$ cat src/rtl/lc3b_types.sv
// Shared LC-3b types and helpers for the memory stage.
// Provides the opcode encoding, word/register/mask typedefs, the
// memory-stage state enum, the byte-enable mask constants and small
// opcode classification helpers.
package lc3b_types;

  typedef enum logic [3:0] {
    OP_BR   = 4'h0,
    OP_ADD  = 4'h1,
    OP_LDB  = 4'h2,
    OP_STB  = 4'h3,
    OP_JSR  = 4'h4,
    OP_AND  = 4'h5,
    OP_LDR  = 4'h6,
    OP_STR  = 4'h7,
    OP_RTI  = 4'h8,
    OP_NOT  = 4'h9,
    OP_LDI  = 4'hA,
    OP_STI  = 4'hB,
    OP_JMP  = 4'hC,
    OP_SHF  = 4'hD,
    OP_LEA  = 4'hE,
    OP_TRAP = 4'hF
  } lc3b_opcode;

  typedef logic [15:0] lc3b_word;
  typedef logic [2:0]  lc3b_reg;
  typedef logic [1:0]  lc3b_mem_wmask;

  typedef enum logic [1:0] {
    IDLE = 2'd0,
    ACC1 = 2'd1,
    ACC2 = 2'd2
  } lc3b_mem_state;

  // Bit 1 of a mask enables the high byte.
  localparam lc3b_mem_wmask LC3B_MASK_WORD = 2'b11;
  localparam lc3b_mem_wmask LC3B_MASK_LO   = 2'b01;
  localparam lc3b_mem_wmask LC3B_MASK_HI   = 2'b10;

  function automatic logic is_mem_op(input lc3b_opcode op);
    return (op == OP_LDR) || (op == OP_LDB) || (op == OP_LDI) ||
           (op == OP_STR) || (op == OP_STB) || (op == OP_STI);
  endfunction

  function automatic logic is_load_op(input lc3b_opcode op);
    return (op == OP_LDR) || (op == OP_LDB) || (op == OP_LDI);
  endfunction

  // LDI and STI both start with a read of the pointer.
  function automatic logic is_first_read(input lc3b_opcode op);
    return is_load_op(op) || (op == OP_STI);
  endfunction

endpackage

$ cat src/rtl/lc3b_byte_lane.sv
// Byte-lane steering for LC-3b byte accesses (purely combinational).
// Ports:
//   addr_lsb : address bit 0 (1 selects the high byte)
//   opcode   : lc3b_opcode of the access
//   wdata    : store source value
//   rdata    : raw memory read word
//   st_data  : store data (low byte replicated for STB, else wdata)
//   st_mask  : byte enables (one lane for STB, else whole word)
//   ld_data  : load result (sign-extended byte for LDB, else rdata)
module lc3b_byte_lane
  import lc3b_types::*;
(
  input  logic        addr_lsb,
  input  logic [3:0]  opcode,
  input  logic [15:0] wdata,
  input  logic [15:0] rdata,
  output logic [15:0] st_data,
  output logic [1:0]  st_mask,
  output logic [15:0] ld_data
);

  lc3b_opcode op;
  logic [7:0] rd_byte;

  assign op = lc3b_opcode'(opcode);

  // The byte is replicated on both lanes so the mask alone picks the target.
  always_comb begin
    st_data = wdata;
    st_mask = LC3B_MASK_WORD;
    if (op == OP_STB) begin
      st_data = {wdata[7:0], wdata[7:0]};
      st_mask = addr_lsb ? LC3B_MASK_HI : LC3B_MASK_LO;
    end
  end

  assign rd_byte = addr_lsb ? rdata[15:8] : rdata[7:0];
  assign ld_data = (op == OP_LDB) ? {{8{rd_byte[7]}}, rd_byte} : rdata;

endmodule

$ cat src/rtl/lc3b_mem_stage.sv
// LC-3b memory-access stage. Sequences LDR/LDB/LDI/STR/STB/STI against a
// single-ported memory with a mem_resp handshake; other ops pass through
// after one register stage. LDI/STI make a second access through the
// pointer returned by the first read.
// Optional feature macro: LC3B_MEM_TIMEOUT_EN (per-access response watchdog
// of TIMEOUT_CYCLES cycles; err stays 0 when undefined).
// Ports:
//   clk, rst_n                 : clock, async active-low reset
//   in_valid/in_ready          : upstream handshake
//   in_opcode/addr/wdata/alu   : decoded op, effective address, store data,
//   in_dest/in_ld_regfile        execute result, destination, write enable
//   mem_read/write/address/wdata/byte_enable : registered memory request
//   mem_resp/mem_rdata         : memory completion and read data
//   out_valid/data/dest/ld_regfile : one-cycle result pulse to writeback
//   err                        : one-cycle timeout pulse
module lc3b_mem_stage
  import lc3b_types::*;
#(
  parameter int TIMEOUT_CYCLES = 255
) (
  input  logic        clk,
  input  logic        rst_n,
  input  logic        in_valid,
  output logic        in_ready,
  input  logic [3:0]  in_opcode,
  input  logic [15:0] in_addr,
  input  logic [15:0] in_wdata,
  input  logic [15:0] in_alu,
  input  logic [2:0]  in_dest,
  input  logic        in_ld_regfile,
  output logic        mem_read,
  output logic        mem_write,
  output logic [15:0] mem_address,
  output logic [15:0] mem_wdata,
  output logic [1:0]  mem_byte_enable,
  input  logic        mem_resp,
  input  logic [15:0] mem_rdata,
  output logic        out_valid,
  output logic [15:0] out_data,
  output logic [2:0]  out_dest,
  output logic        out_ld_regfile,
  output logic        err
);

  if (TIMEOUT_CYCLES < 1 || TIMEOUT_CYCLES > 255) begin : g_bad_timeout
    $error("TIMEOUT_CYCLES must fit the 8-bit wait counter (1..255)");
  end

  lc3b_mem_state state_q, state_d;
  lc3b_opcode    in_op, op_q;
  logic          addr_lsb_q;
  lc3b_word      wdata_q;
  lc3b_reg       dest_q;
  logic          ld_q;
  logic          accept;
  logic          timeout;

  logic          lane_lsb;
  logic [3:0]    lane_op;
  lc3b_word      st_data, ld_data;
  lc3b_mem_wmask st_mask;

  logic          mem_read_d, mem_write_d, out_valid_d, out_ld_d, err_d;
  lc3b_word      mem_address_d, mem_wdata_d, out_data_d;
  lc3b_mem_wmask mask_d;
  lc3b_reg       out_dest_d;

  assign in_op    = lc3b_opcode'(in_opcode);
  assign in_ready = (state_q == IDLE);
  assign accept   = in_valid && in_ready;

  // In IDLE the lane shapes the incoming store; while accessing it
  // extracts the load result for the latched op.
  assign lane_op  = (state_q == IDLE) ? in_opcode : op_q;
  assign lane_lsb = (state_q == IDLE) ? in_addr[0] : addr_lsb_q;

  lc3b_byte_lane u_byte_lane (
    .addr_lsb (lane_lsb),
    .opcode   (lane_op),
    .wdata    (in_wdata),
    .rdata    (mem_rdata),
    .st_data  (st_data),
    .st_mask  (st_mask),
    .ld_data  (ld_data)
  );

`ifdef LC3B_MEM_TIMEOUT_EN
  logic [7:0] wait_cnt;

  // wait_cnt counts cycles already spent waiting in the current access.
  assign timeout = (state_q != IDLE) && !mem_resp &&
                   (wait_cnt == 8'(TIMEOUT_CYCLES - 1));

  // Restart the count whenever a new access begins.
  always_ff @(posedge clk or negedge rst_n) begin
    if (!rst_n) begin
      wait_cnt <= '0;
    end else if (state_d != IDLE && state_d != state_q) begin
      wait_cnt <= '0;
    end else if (state_q != IDLE) begin
      wait_cnt <= wait_cnt + 8'd1;
    end
  end
`else
  assign timeout = 1'b0;
`endif

  // State register.
  always_ff @(posedge clk or negedge rst_n) begin
    if (!rst_n) state_q <= IDLE;
    else        state_q <= state_d;
  end

  // Next-state logic.
  always_comb begin
    state_d = state_q;
    unique case (state_q)
      IDLE: if (accept && is_mem_op(in_op)) state_d = ACC1;
      ACC1: begin
        if (mem_resp)     state_d = ((op_q == OP_LDI) || (op_q == OP_STI)) ? ACC2 : IDLE;
        else if (timeout) state_d = IDLE;
      end
      ACC2: if (mem_resp || timeout) state_d = IDLE;
      default: state_d = IDLE;
    endcase
  end

  // Next values of the registered request and result outputs. Requests
  // hold their value until the responding cycle; results are one-cycle.
  always_comb begin
    mem_read_d    = mem_read;
    mem_write_d   = mem_write;
    mem_address_d = mem_address;
    mem_wdata_d   = mem_wdata;
    mask_d        = mem_byte_enable;
    out_valid_d   = 1'b0;
    out_data_d    = out_data;
    out_dest_d    = '0;
    out_ld_d      = 1'b0;
    err_d         = 1'b0;
    unique case (state_q)
      IDLE: begin
        if (accept && is_mem_op(in_op)) begin
          mem_read_d    = is_first_read(in_op);
          mem_write_d   = !is_first_read(in_op);
          mem_address_d = {in_addr[15:1], 1'b0};
          mem_wdata_d   = st_data;
          mask_d        = st_mask;
        end else if (accept) begin
          out_valid_d = 1'b1;
          out_data_d  = in_alu;
          out_dest_d  = in_dest;
          out_ld_d    = in_ld_regfile;
        end
      end
      ACC1, ACC2: begin
        if (mem_resp && state_q == ACC1 && (op_q == OP_LDI || op_q == OP_STI)) begin
          mem_read_d    = (op_q == OP_LDI);
          mem_write_d   = (op_q == OP_STI);
          mem_address_d = {mem_rdata[15:1], 1'b0};
          mem_wdata_d   = wdata_q;
          mask_d        = LC3B_MASK_WORD;
        end else if (mem_resp) begin
          mem_read_d  = 1'b0;
          mem_write_d = 1'b0;
          out_valid_d = 1'b1;
          out_data_d  = is_load_op(op_q) ? ld_data : '0;
          out_dest_d  = dest_q;
          out_ld_d    = is_load_op(op_q) && ld_q;
        end else if (timeout) begin
          mem_read_d  = 1'b0;
          mem_write_d = 1'b0;
          out_valid_d = 1'b1;
          out_data_d  = '0;
          out_dest_d  = dest_q;
          err_d       = 1'b1;
        end
      end
      default: ;
    endcase
  end

  // Output and operand registers; operands are captured on every accept.
  always_ff @(posedge clk or negedge rst_n) begin
    if (!rst_n) begin
      mem_read        <= 1'b0;
      mem_write       <= 1'b0;
      mem_address     <= '0;
      mem_wdata       <= '0;
      mem_byte_enable <= 2'b00;
      out_valid       <= 1'b0;
      out_data        <= '0;
      out_dest        <= '0;
      out_ld_regfile  <= 1'b0;
      err             <= 1'b0;
      op_q            <= OP_BR;
      addr_lsb_q      <= 1'b0;
      wdata_q         <= '0;
      dest_q          <= '0;
      ld_q            <= 1'b0;
    end else begin
      mem_read        <= mem_read_d;
      mem_write       <= mem_write_d;
      mem_address     <= mem_address_d;
      mem_wdata       <= mem_wdata_d;
      mem_byte_enable <= mask_d;
      out_valid       <= out_valid_d;
      out_data        <= out_data_d;
      out_dest        <= out_dest_d;
      out_ld_regfile  <= out_ld_d;
      err             <= err_d;
      if (accept) begin
        op_q       <= in_op;
        addr_lsb_q <= in_addr[0];
        wdata_q    <= in_wdata;
        dest_q     <= in_dest;
        ld_q       <= in_ld_regfile;
      end
    end
  end

endmodule

$ cat config.mk
export PLATFORM = sky130hd
export DESIGN_NAME = lc3b_mem_stage
export DESIGN_NICKNAME = d
export VERILOG_FILES = /design/src/rtl/lc3b_types.sv /design/src/rtl/lc3b_byte_lane.sv /design/src/rtl/lc3b_mem_stage.sv
export SDC_FILE = /design/constraint.sdc
export NUM_CORES = 1
export LEC_CHECK = 0
export CAP_MARGIN = 20
export CORE_ASPECT_RATIO = 1.2
export CORE_UTILIZATION = 26
export DETAILED_ROUTE_END_ITERATION = 10
export GPL_ROUTABILITY_DRIVEN = 1
export SYNTH_ARGS = -nofsm -noshare
export SYNTH_HDL_FRONTEND = slang
export SYNTH_SLANG_ARGS = --single-unit
export TNS_END_PERCENT = 1
$ cat constraint.sdc
create_clock -name clk -period 1.85 [get_ports clk]
set_input_delay 0.185 -clock clk [delete_from_list [all_inputs] [get_ports clk]]
set_output_delay 0.185 -clock clk [all_outputs]
set_load 0.005 [all_outputs]
# [Yosys cells after proc, flatten, opt, wreduce, memory -nomap -nowiden]
# Cells that the tools add are included.
[totals] register_bits=84 in_bits=76 output_inout_bits=59 wordCells=109
[classes] n_eq_ne=23 n_mux=49 n_reduce_logical=22
[ops] operator="$mux W16" n=11
[ops] operator="$pmux W16 S2" n=3
[ops] operator="$eq A4 B2 Y1 const B" n=5
[ops] operator="$eq A4 B4 Y1 const B" n=4
[ops] operator="$mux W2" n=8
[ops] operator="$mux W1" n=14
[ops] operator="$eq A4 B3 Y1 const B" n=3
[ops] operator="$mux W3" n=4
[ops] operator="$ne A2 B2 Y1 const B" n=6
[ops] operator="$logic_or A1 B1 Y1" n=9
[ops] operator="$reduce_and A3 Y1" n=3
[ops] operator="$mux W8" n=1
[ops] operator="$pmux W1 S2" n=4
[ops] operator="$pmux W2 S3" n=1
[ops] operator="$pmux W3 S2" n=1
[ops] operator="$logic_and A1 B1 Y1" n=5
[ops] operator="$reduce_and A5 Y1" n=1
[ops] operator="$mux W4" n=1
[ops] operator="$ne A2 B1 Y1 const B" n=2
[ops] operator="$pmux W2 S2" n=1
[ops] operator="$ne A3 B3 Y1 const B" n=1
[ops] operator="$eq A2 B1 Y1 const B" n=1
[ops] operator="$eq A2 B2 Y1 const B" n=1
[ops] operator="$logic_not A2 Y1" n=1
[ops] operator="3 further kinds" n=3

# [Depth between registers and ports, before layout]
# Gate-level depths: netlist of run 1.
[logic_depth] depth_word=9 ltp_mapped=8 ltp_nobuf=6

# [By module]
# From an unflattened synthesis of run 1, not the netlist that was laid out.
[hier_totals] hier_cells=336 area_unflattened_um2=4350.4
[modules_own_cells] module="lc3b_mem_stage" instances=1 cells_per_inst=295 area_each_um2=3970.1 seq_area_each_um2=2077.0
[modules_own_cells] module="lc3b_byte_lane" instances=1 cells_per_inst=41 area_each_um2=380.4 seq_area_each_um2=0.0

# [Least setup slack after synthesis of run 1]
# Ideal clock, no wire load.
[synth_timing] kind="reg-to-reg" from="register state_q[0]" to="register mem_wdata[14]" setup_time_ps=122 t_arrival_ps=1986 required_time_ps=1728 setup_slack_ps=-258 path_stages_with_launch=9 n_path_buf=2 synth_period_minus_slack_ps=2108 path_cell_list="dfrtp_1 -> inv_1 -> ha_1 -> buf_6 -> mux2_4 -> a21boi_4 -> buf_6 -> or3_1 -> a32o_1"
[synth_between] elab_chain_cells=6 elab_cells_between_ends=17 classes_between="eq/ne: 5; mux: 4; reduce/logical: 8"
[synth_lines] element="start, declared" line="lc3b_mem_stage.sv:49" rtl="lc3b_mem_state state_q, state_d;"
[synth_lines] element="start signal, assigned" line="lc3b_mem_stage.sv:111" rtl="else state_q <= state_d;"
[synth_lines] element="$logic_not A2 Y1 (*)" line="lc3b_mem_stage.sv:69" rtl="assign in_ready = (state_q == IDLE);"
[synth_lines] element="named net in_ready" line="lc3b_mem_stage.sv:24" rtl="output logic in_ready,"
[synth_lines] element="$mux W4" line="lc3b_mem_stage.sv:74" rtl="assign lane_op = (state_q == IDLE) ? in_opcode : op_q;"
[synth_lines] element="$eq A4 B2 Y1" line="lc3b_byte_lane.sv:31" rtl="if (op == OP_STB) begin"
[synth_lines] element="$mux W16" line="lc3b_byte_lane.sv:31"
[synth_lines] element="$mux W16" line="lc3b_mem_stage.sv:143" rtl="if (accept && is_mem_op(in_op)) begin"
[synth_lines] element="$pmux W16 S2" line="lc3b_mem_stage.sv:141" rtl="unique case (state_q)"
[synth_lines] element="end signal, assigned" line="lc3b_mem_stage.sv:205" rtl="mem_wdata <= mem_wdata_d;"
[synth_lines] element="end, declared" line="lc3b_mem_stage.sv:34" rtl="output logic [15:0] mem_wdata,"
# Mark *: on every way through the listed nets, which the timed path passes. The rest lies on a longest branch. The select of a mux whose other input is x is not followed.
# A chain may end at the register's enable or synchronous reset.

# [Worst setup path after layout of run 1]
[layout_timing] from="register state_q[1]" to="register out_data[2]"
[layout_between] elab_chain_cells=8 elab_cells_between_ends=23 classes_between="eq/ne: 7; mux: 8; reduce/logical: 8"
[layout_lines] element="$logic_not A2 Y1"
[layout_lines] element="$mux W4 / $mux W1 (equally long branches)" line="lc3b_mem_stage.sv:74, lc3b_mem_stage.sv:75"
[layout_lines] element="$eq A4 B2 Y1 / $mux W8 (equally long branches)" line="lc3b_byte_lane.sv:38, lc3b_byte_lane.sv:37"
[layout_lines] element="$mux W16" line="lc3b_byte_lane.sv:38" rtl="assign ld_data = (op == OP_LDB) ? {{8{rd_byte[7]}}, rd_byte} : rdata;"
[layout_lines] element="$mux W16" line="lc3b_mem_stage.sv:167" rtl="out_data_d = is_load_op(op_q) ? ld_data : '0;"
[layout_lines] element="$mux W16" line="lc3b_mem_stage.sv:163" rtl="end else if (mem_resp) begin"
[layout_lines] element="$mux W16" line="lc3b_mem_stage.sv:157" rtl="if (mem_resp && state_q == ACC1 && (op_q == OP_LDI || op_q == OP_STI)) begin"
[layout_lines] element="$pmux W16 S2" line="lc3b_mem_stage.sv:141"
[layout_lines] element="end signal, assigned" line="lc3b_mem_stage.sv:208" rtl="out_data <= out_data_d;"
[layout_lines] element="end, declared" line="lc3b_mem_stage.sv:39" rtl="output logic [15:0] out_data,"
# Several ways; a longest one is shown, not always the timed one. The select of a mux whose other input is x is not followed.

==> results of run 1 <==
[cell families after synthesis]
| logic type | synth area share |
|---|---|
| fa+ha+maj | 0.01169 |
| mux | 0.1998 |
| flops | 0.4850 |
| compound gates | 0.1543 |
| other cells | 0.0008756 |
| simple gates | 0.1058 |
| buf+inv | 0.04265 |
[per-layer routing]
layer  vias up  global-route usage
met1      1816              0.1855
met2        98              0.2788
li1       1700                   -
met4         0             0.08594
met3        24             0.02764
met5         -                   0
[through the flow]
step	hold WS [ns]	power (mW)	TNS (ns)	std cells
after floorplan	-0.1106	6.830	-8.247	370
after global placement	0.2002	9.845	-4.819	735
after detailed placement	0.2117	10.04	-6.714	735
after CTS	0.3827	12.29	-3.997	755
after global routing	0.4635	12.97	-6.635	755
final	0.3990	12.20	-4.071	755
[power breakdown]
part	switching [mW]	internal, mW
clock network	0.726	1.17
registers	0.512	2.75
logic	2.97	4.08
[synth_stat cells (all sizes together), types with 3 or more instances]
master / count
buf: 11
nor2: 17
mux2i: 3
a21oi: 19
dfrtp: 83
o21ai: 11
or3: 8
a41oi: 7
mux2: 73
ha: 4
a21boi: 3
o221ai: 9
inv: 14
nand2: 18
a32o: 9
clkbuf: 15
nand3: 32
o211ai: 9
[area by class of cell]
class / instances / share of cell area
inverters: 14 / 0.007932
repair buffers: 184 / 0.2754
clock buffers: 10 / 0.03456
multi-input cells: 247 / 0.3167
flip-flops and latches: 83 / 0.3135
well taps: 212 / 0.04004
clock inverters: 5 / 0.01190
[flip-flops by register name, summed over array words and instances (netlist names)]
| name | cells |
|---|---|
| wdata_q | 16 |
| mem_wdata | 16 |
| ld_q | 1 |
| state_q | 2 |
| mem_byte_enable | 2 |
| addr_lsb_q | 1 |
| mem_write | 1 |
| out_valid | 1 |
| out_data | 16 |
| mem_read | 1 |
| op_q | 4 |
| dest_q | 3 |
| out_dest | 3 |
| mem_address | 15 |
| out_ld_regfile | 1 |
[timing repair]
action | in CTS | in global routing
hold buffers | 1 | 0
cloned | 1 | 0
pin swaps | 15 | 6
resized for setup | 11 | 8
hold endpoints to repair | 37 | 0
endpoints found under the setup margin | 52 | 54
buffers inserted | 3 | 0
[final timing paths]
check | from | endpoint | slack [ns] | cells after the start
min in group clk | in_alu[10] | out_data[10]$_DFFE_PN0P_ | 0.48 | 3
worst min register to register | wdata_q[4]$_DFFE_PN0P_ | wdata_q[4]$_DFFE_PN0P_ | 0.50 | 1
max in group asynchronous | rst_n | out_data[12]$_DFFE_PN0P_ | 0.80 | 3
worst max register to register | state_q[1]$_DFFE_PN0P_ | out_data[2]$_DFFE_PN0P_ | -0.12 | 6
worst min-delay path | rst_n | mem_wdata[5]$_DFFE_PN0P_ | 0.40 | 2
worst max-delay path | state_q[1]$_DFFE_PN0P_ | out_data[2]$_DFFE_PN0P_ | -0.12 | 6
==> out/metrics.csv, run 1 <==
stage,metric,value,unit
drt,Post-DRT Antenna Nets,0,
synth,Syn Area/Cell,11.61,µm²
timing,Final Cycle Share,1.067,
place,DP Worst Slack,-0.2135,ns
synth,Post-synth top flop,dfrtp_1,
timing,Fin. Hold Viols,0,
clocking,TritonCTS clock tree,done,
synth,Post-synth EDFFs,0,
final_layout,area of the multi-input gates,2098,µm²
worst_setup_path,WP buf/inv,1,
drt,DRC violations left,0,
die,num rows,51,
drt,Routed met3 length,509,µm
final_layout,post-route cell area,6625,µm²
worst_setup_path,top cell family by delay on the critical path,simple AND/OR/NAND/NOR gates,
timing,"Slew Viols, Final",0,
synth,top cells by area in the synthesized netlist,"dfrtp_1 48%, mux2_2 19%, nand3_1 3.7%",
global_routing,GRT overflow,0,
global_routing,largest net degree at the start of global routing,41,
synth,"area leader, netlist",dfrtp_1,
clocking,Longest Clk Path Bufs,2,
final_layout,# fillers,1548,
power,P per Cell Area,1842,nW/µm²
worst_setup_path,critical path required time,2.10,ns
global_routing,first-pass GRT wire length,20620,µm
timing,clk_skew,0.004237,ns
drt,Top Layer Used,met4,
drt,met2 wire len,6903,µm
final_layout,Final Util,0.4104,
clocking,worst skew pair latency,0.34,ns
die,placeable core area,16140,µm²
worst_setup_path,crit path cell chain,inv_2 > ha_4 > or4b_4 > a211oi_4 > nand3_1 > a41oi_2,
place,hpwl dp,10030,µm
job,max_cap viols,0,
place,Placed Area,6177,µm²
drt,post-DR vias/cell,4.819,
timing,Slew HR,0.6300,
timing,Max Fclk,0.5068,GHz
global_routing,Total Routing Usage GR,0.1595,
synth,fraction of the yosys area taken by sequential cells,0.4850,
global_routing,antenna violations before repair,0,
synth,share of the synthesized area in the top cell type,0.4850,
die,die height,142.6,µm
worst_setup_path,Crit path largest cell delay,0.56,ns
synth,Cell variety after synth,49,
worst_setup_path,CP max-delay cell,or4b_4,
final_layout,"commonest non-fill, non-tap cell in the layout",clkdlybuf4s50_1,
clocking,Num CTS Buffers,9,
hold_path,type of the worst min-delay path,in2async,
synth,post-synthesis async set-or-reset flop share,1.000,
place,Placer Congestion,0.8421,
final_layout,"commonest non-fill, non-tap cells in the layout","130 x clkdlybuf4s50_1, 83 x dfrtp_1, 72 x mux2_2, 42 x buf_4, 32 x nand3_1",
worst_setup_path,Arrival @ worst endpoint,2.23,ns
timing,Worst Tran Pin Value,0.5550,ns
final_layout,proportion of layout cells with a drive suffix above 1,0.3076,
final_layout,FF+latch area,2077,µm²
power,VDD IR max,0.0006182,V
die,Die X,119.2,µm
timing,RSZ-0062 raised after global routing,true,
status,failing checks,setup timing,
power,leakage,2.645,nW
clocking,"CTS clk-pin slew, worst paths",0.06,ns
die,num ports,135,
status,outcome,"finished, violations left",
drt,via count,3638,
final_layout,area grow syn2layout,54.69,%
final_layout,Inserted Diodes,0,
place,# port buffers,132,
drt,first drt pass iteration count,4,
worst_setup_path,Worst Path Max Fanout,7,
worst_setup_path,type of the worst setup path,reg2reg,
worst_setup_path,Crit. End Element,flop,
synth,post-synthesis cell area,4283,µm²
drt,routed len/inst,17.71,µm
clocking,H-Tree Depth,3,
clocking,clk sinks,83,
die,Starting Density,0.2653,
global_routing,vias in the first global route,3819,
synth,Syn. warnings,0,
timing,Setup WS post-layout,-0.1232,ns
timing,final setup fails,48,
timing,Final min period,1.973,ns
drt,WL final,13370,µm
synth,Synth Instances,369,
final_layout,# nets final,619,
synth,Synth Register Bits,83,
die,die area,16990,µm²
clocking,CTS root buffer,clkbuf_16,
drt,DRT iter0 DRCs,144,
drt,M1 WL,5523,µm
worst_setup_path,Worst setup SP type,flop,
(Power assumes the default switching activity.)
==> run 2, diff against run 1 <==
--- a/config.mk
+++ b/config.mk
@@ -7,9 +7,11 @@
 export LEC_CHECK = 0
 export CAP_MARGIN = 20
 export CORE_ASPECT_RATIO = 1.2
-export CORE_UTILIZATION = 26
+export CORE_UTILIZATION = 42
+export CTS_CLUSTER_SIZE = 8
 export DETAILED_ROUTE_END_ITERATION = 10
 export GPL_ROUTABILITY_DRIVEN = 1
+export PLACE_DENSITY = 0.76
 export SYNTH_ARGS = -nofsm -noshare
 export SYNTH_HDL_FRONTEND = slang
 export SYNTH_SLANG_ARGS = --single-unit
==> out/metrics.csv, run 2 (synthesis gave the netlist of run 1 again) <==
stage,metric,value,unit
worst_setup_path,critical path required time,2.07,ns
worst_setup_path,Crit. End Element,flop,
drt,DRT iter0 DRCs,307,
drt,Post-DRT Antenna Nets,0,
power,VDD IR max,0.0009507,V
final_layout,Inserted Diodes,0,
final_layout,biggest regs,"mem_wdata (16), out_data (16), wdata_q (16)",
global_routing,antenna violations before repair,0,
global_routing,met2 Use GR,0.3647,
drt,via count,3642,
timing,RSZ-0062 raised after global routing,true,
status,failing checks,setup timing,
global_routing,vias in the first global route,3678,
timing,Slew HR,0.6305,
global_routing,GRT overflow,0,
clocking,worst skew pair latency,0.34,ns
place,cell total after placement,645,
final_layout,"commonest non-fill, non-tap cells in the layout","131 x clkdlybuf4s50_1, 83 x dfrtp_1, 49 x mux2_2, 32 x buf_4, 29 x nand3_1",
clocking,H-Tree Depth,3,
die,num ports,135,
job,max_cap viols,0,
status,outcome,"finished, violations left",
drt,first drt pass iteration count,5,
timing,Max Fclk,0.5018,GHz
clocking,Longest Clk Path Bufs,2,
power,leakage,2.733,nW
die,placeable core area,9960,µm²
place,hpwl dp,8703,µm
final_layout,"commonest non-fill, non-tap cell in the layout",clkdlybuf4s50_1,
clocking,clk sinks,83,
clocking,Num CTS Buffers,9,
timing,clk_skew,0.005461,ns
timing,final setup fails,49,
hold_path,type of the worst min-delay path,in2async,
place,# port buffers,132,
final_layout,# nets final,614,
global_routing,first-pass GRT wire length,18900,µm
global_routing,grt met3 use,0.04878,
worst_setup_path,Worst Path Max Fanout,13,
timing,Final Cycle Share,1.077,
die,num rows,40,
timing,Setup WS post-layout,-0.1428,ns
drt,DRC violations left,0,
global_routing,Total Routing Usage GR,0.2331,
clocking,"CTS clk-pin slew, worst paths",0.06,ns
clocking,CTS root buffer,clkbuf_16,
final_layout,Final Util,0.6673,
timing,Final Hold Slack,0.3679,ns
timing,"Slew Viols, Final",0,
worst_setup_path,Worst setup SP type,flop,
clocking,TritonCTS clock tree,done,
drt,post-DR vias/cell,5.477,
worst_setup_path,Arrival @ worst endpoint,2.22,ns
global_routing,GR peak layer,met2,
die,die height,112.6,µm
drt,WL final,12470,µm
global_routing,met1 GRT Util,0.3074,
global_routing,largest net degree at the start of global routing,41,
final_layout,proportion of layout cells with a drive suffix above 1,0.3098,
power,P per Cell Area,1905,nW/µm²
drt,routed len/inst,18.76,µm
final_layout,final cell count without fillers,665,
timing,Fin. Hold Viols,0,
timing,Worst Tran Pin Value,0.5542,ns
place,DP Worst Slack,-0.2025,ns
place,Placer Congestion,0.8467,
final_layout,area grow syn2layout,55.19,%
die,die area,10610,µm²
die,Die X,94.19,µm
timing,Final min period,1.993,ns
die,Starting Density,0.4300,
worst_setup_path,type of the worst setup path,reg2reg,
-- run 2: changes by cell type in the layout (fill, tap and decap cells not counted), sizes merged --
cell,change
buf,-6
clkbuf,+2
clkdlybuf4s50,+1
clkinv,-2
dlymetal6s2s,-1
inv,+2
-- run 2: critical path, stage by stage, from the launching register on --
cell and delay (ns):
dfrtp_1 0.39, inv_2 0.08, buf_6 0.10, ha_4 0.12, and4b_2 0.28, nand2_4 0.07
a21oi_4 0.28, buf_12 0.21, mux2_4 0.32
-- run 2: layout make-up --
cell class,count,area (µm²)
tap,126,157.7
inverter,14,52.55
fill,764,3313
timing repair buffer,179,1814
sequential,83,2077
multi-input combinational,247,2210
clock inverter,5,82.58
clock buffer,11,252.7
-- run 2: worst paths after layout --
| kind | from | end | depth (start not counted) | slack [ns] |
|---|---|---|---|---|
| max | state_q[1]$_DFFE_PN0P_ | mem_address[10]$_DFFE_PN0P_ | 8 | -0.14 |
| max in group asynchronous | rst_n | mem_wdata[9]$_DFFE_PN0P_ | 3 | 0.83 |
| min reg2reg | mem_wdata[12]$_DFFE_PN0P_ | mem_wdata[12]$_DFFE_PN0P_ | 1 | 0.50 |
| min | rst_n | out_data[11]$_DFFE_PN0P_ | 2 | 0.37 |
| min in group clk | in_dest[2] | dest_q[2]$_DFFE_PN0P_ | 3 | 0.45 |
| max reg2reg | state_q[1]$_DFFE_PN0P_ | mem_address[10]$_DFFE_PN0P_ | 8 | -0.14 |
-- run 2: repair_timing --
item / in CTS / in global routing
setup endpoints to repair: 50 / 54
hold buffers: 1 / 0
buffers inserted: 1 / 0
pin swaps: 13 / 8
hold endpoints to repair: 38 / 0
resized for setup: 7 / 40
gates cloned: 0 / 2
-- run 2: report_power, final --
group          leakage, nW  switching [mW]  total, mW  internal, mW
clock network        0.167           0.753       2.02          1.26
registers            0.986           0.525       3.27          2.75
logic                 1.58            3.04       7.37          4.34
total                 2.73            4.31       12.7          8.35
-- run 2: stage by stage --
stage	TNS, ns	cell area, µm²	total power, mW
after global routing	-8.340	6646	13.38
final	-4.917	6646	12.66
after floorplan	-8.247	4289	6.830
after global placement	-3.804	6065	9.705
after detailed placement	-5.778	6065	9.885
after CTS	-4.481	6447	12.01
-- run 2: layer usage --
| metal | up-vias | share of wire |
|---|---|---|
| met4 | 0 | 0.028 |
| li1 | 1690 | - |
| met5 | - | 0 |
| met3 | 26 | 0.042 |
| met1 | 1807 | 0.43 |
| met2 | 119 | 0.50 |
==> run 3, diff against run 2 <==
--- a/config.mk
+++ b/config.mk
@@ -8,7 +8,7 @@
 export CAP_MARGIN = 20
 export CORE_ASPECT_RATIO = 1.2
 export CORE_UTILIZATION = 42
-export CTS_CLUSTER_SIZE = 8
+export CTS_CLUSTER_SIZE = 10
 export DETAILED_ROUTE_END_ITERATION = 10
 export GPL_ROUTABILITY_DRIVEN = 1
 export PLACE_DENSITY = 0.76
==> results of run 3 <==
Final layout, timing and power as in run 2 (identical DEF).
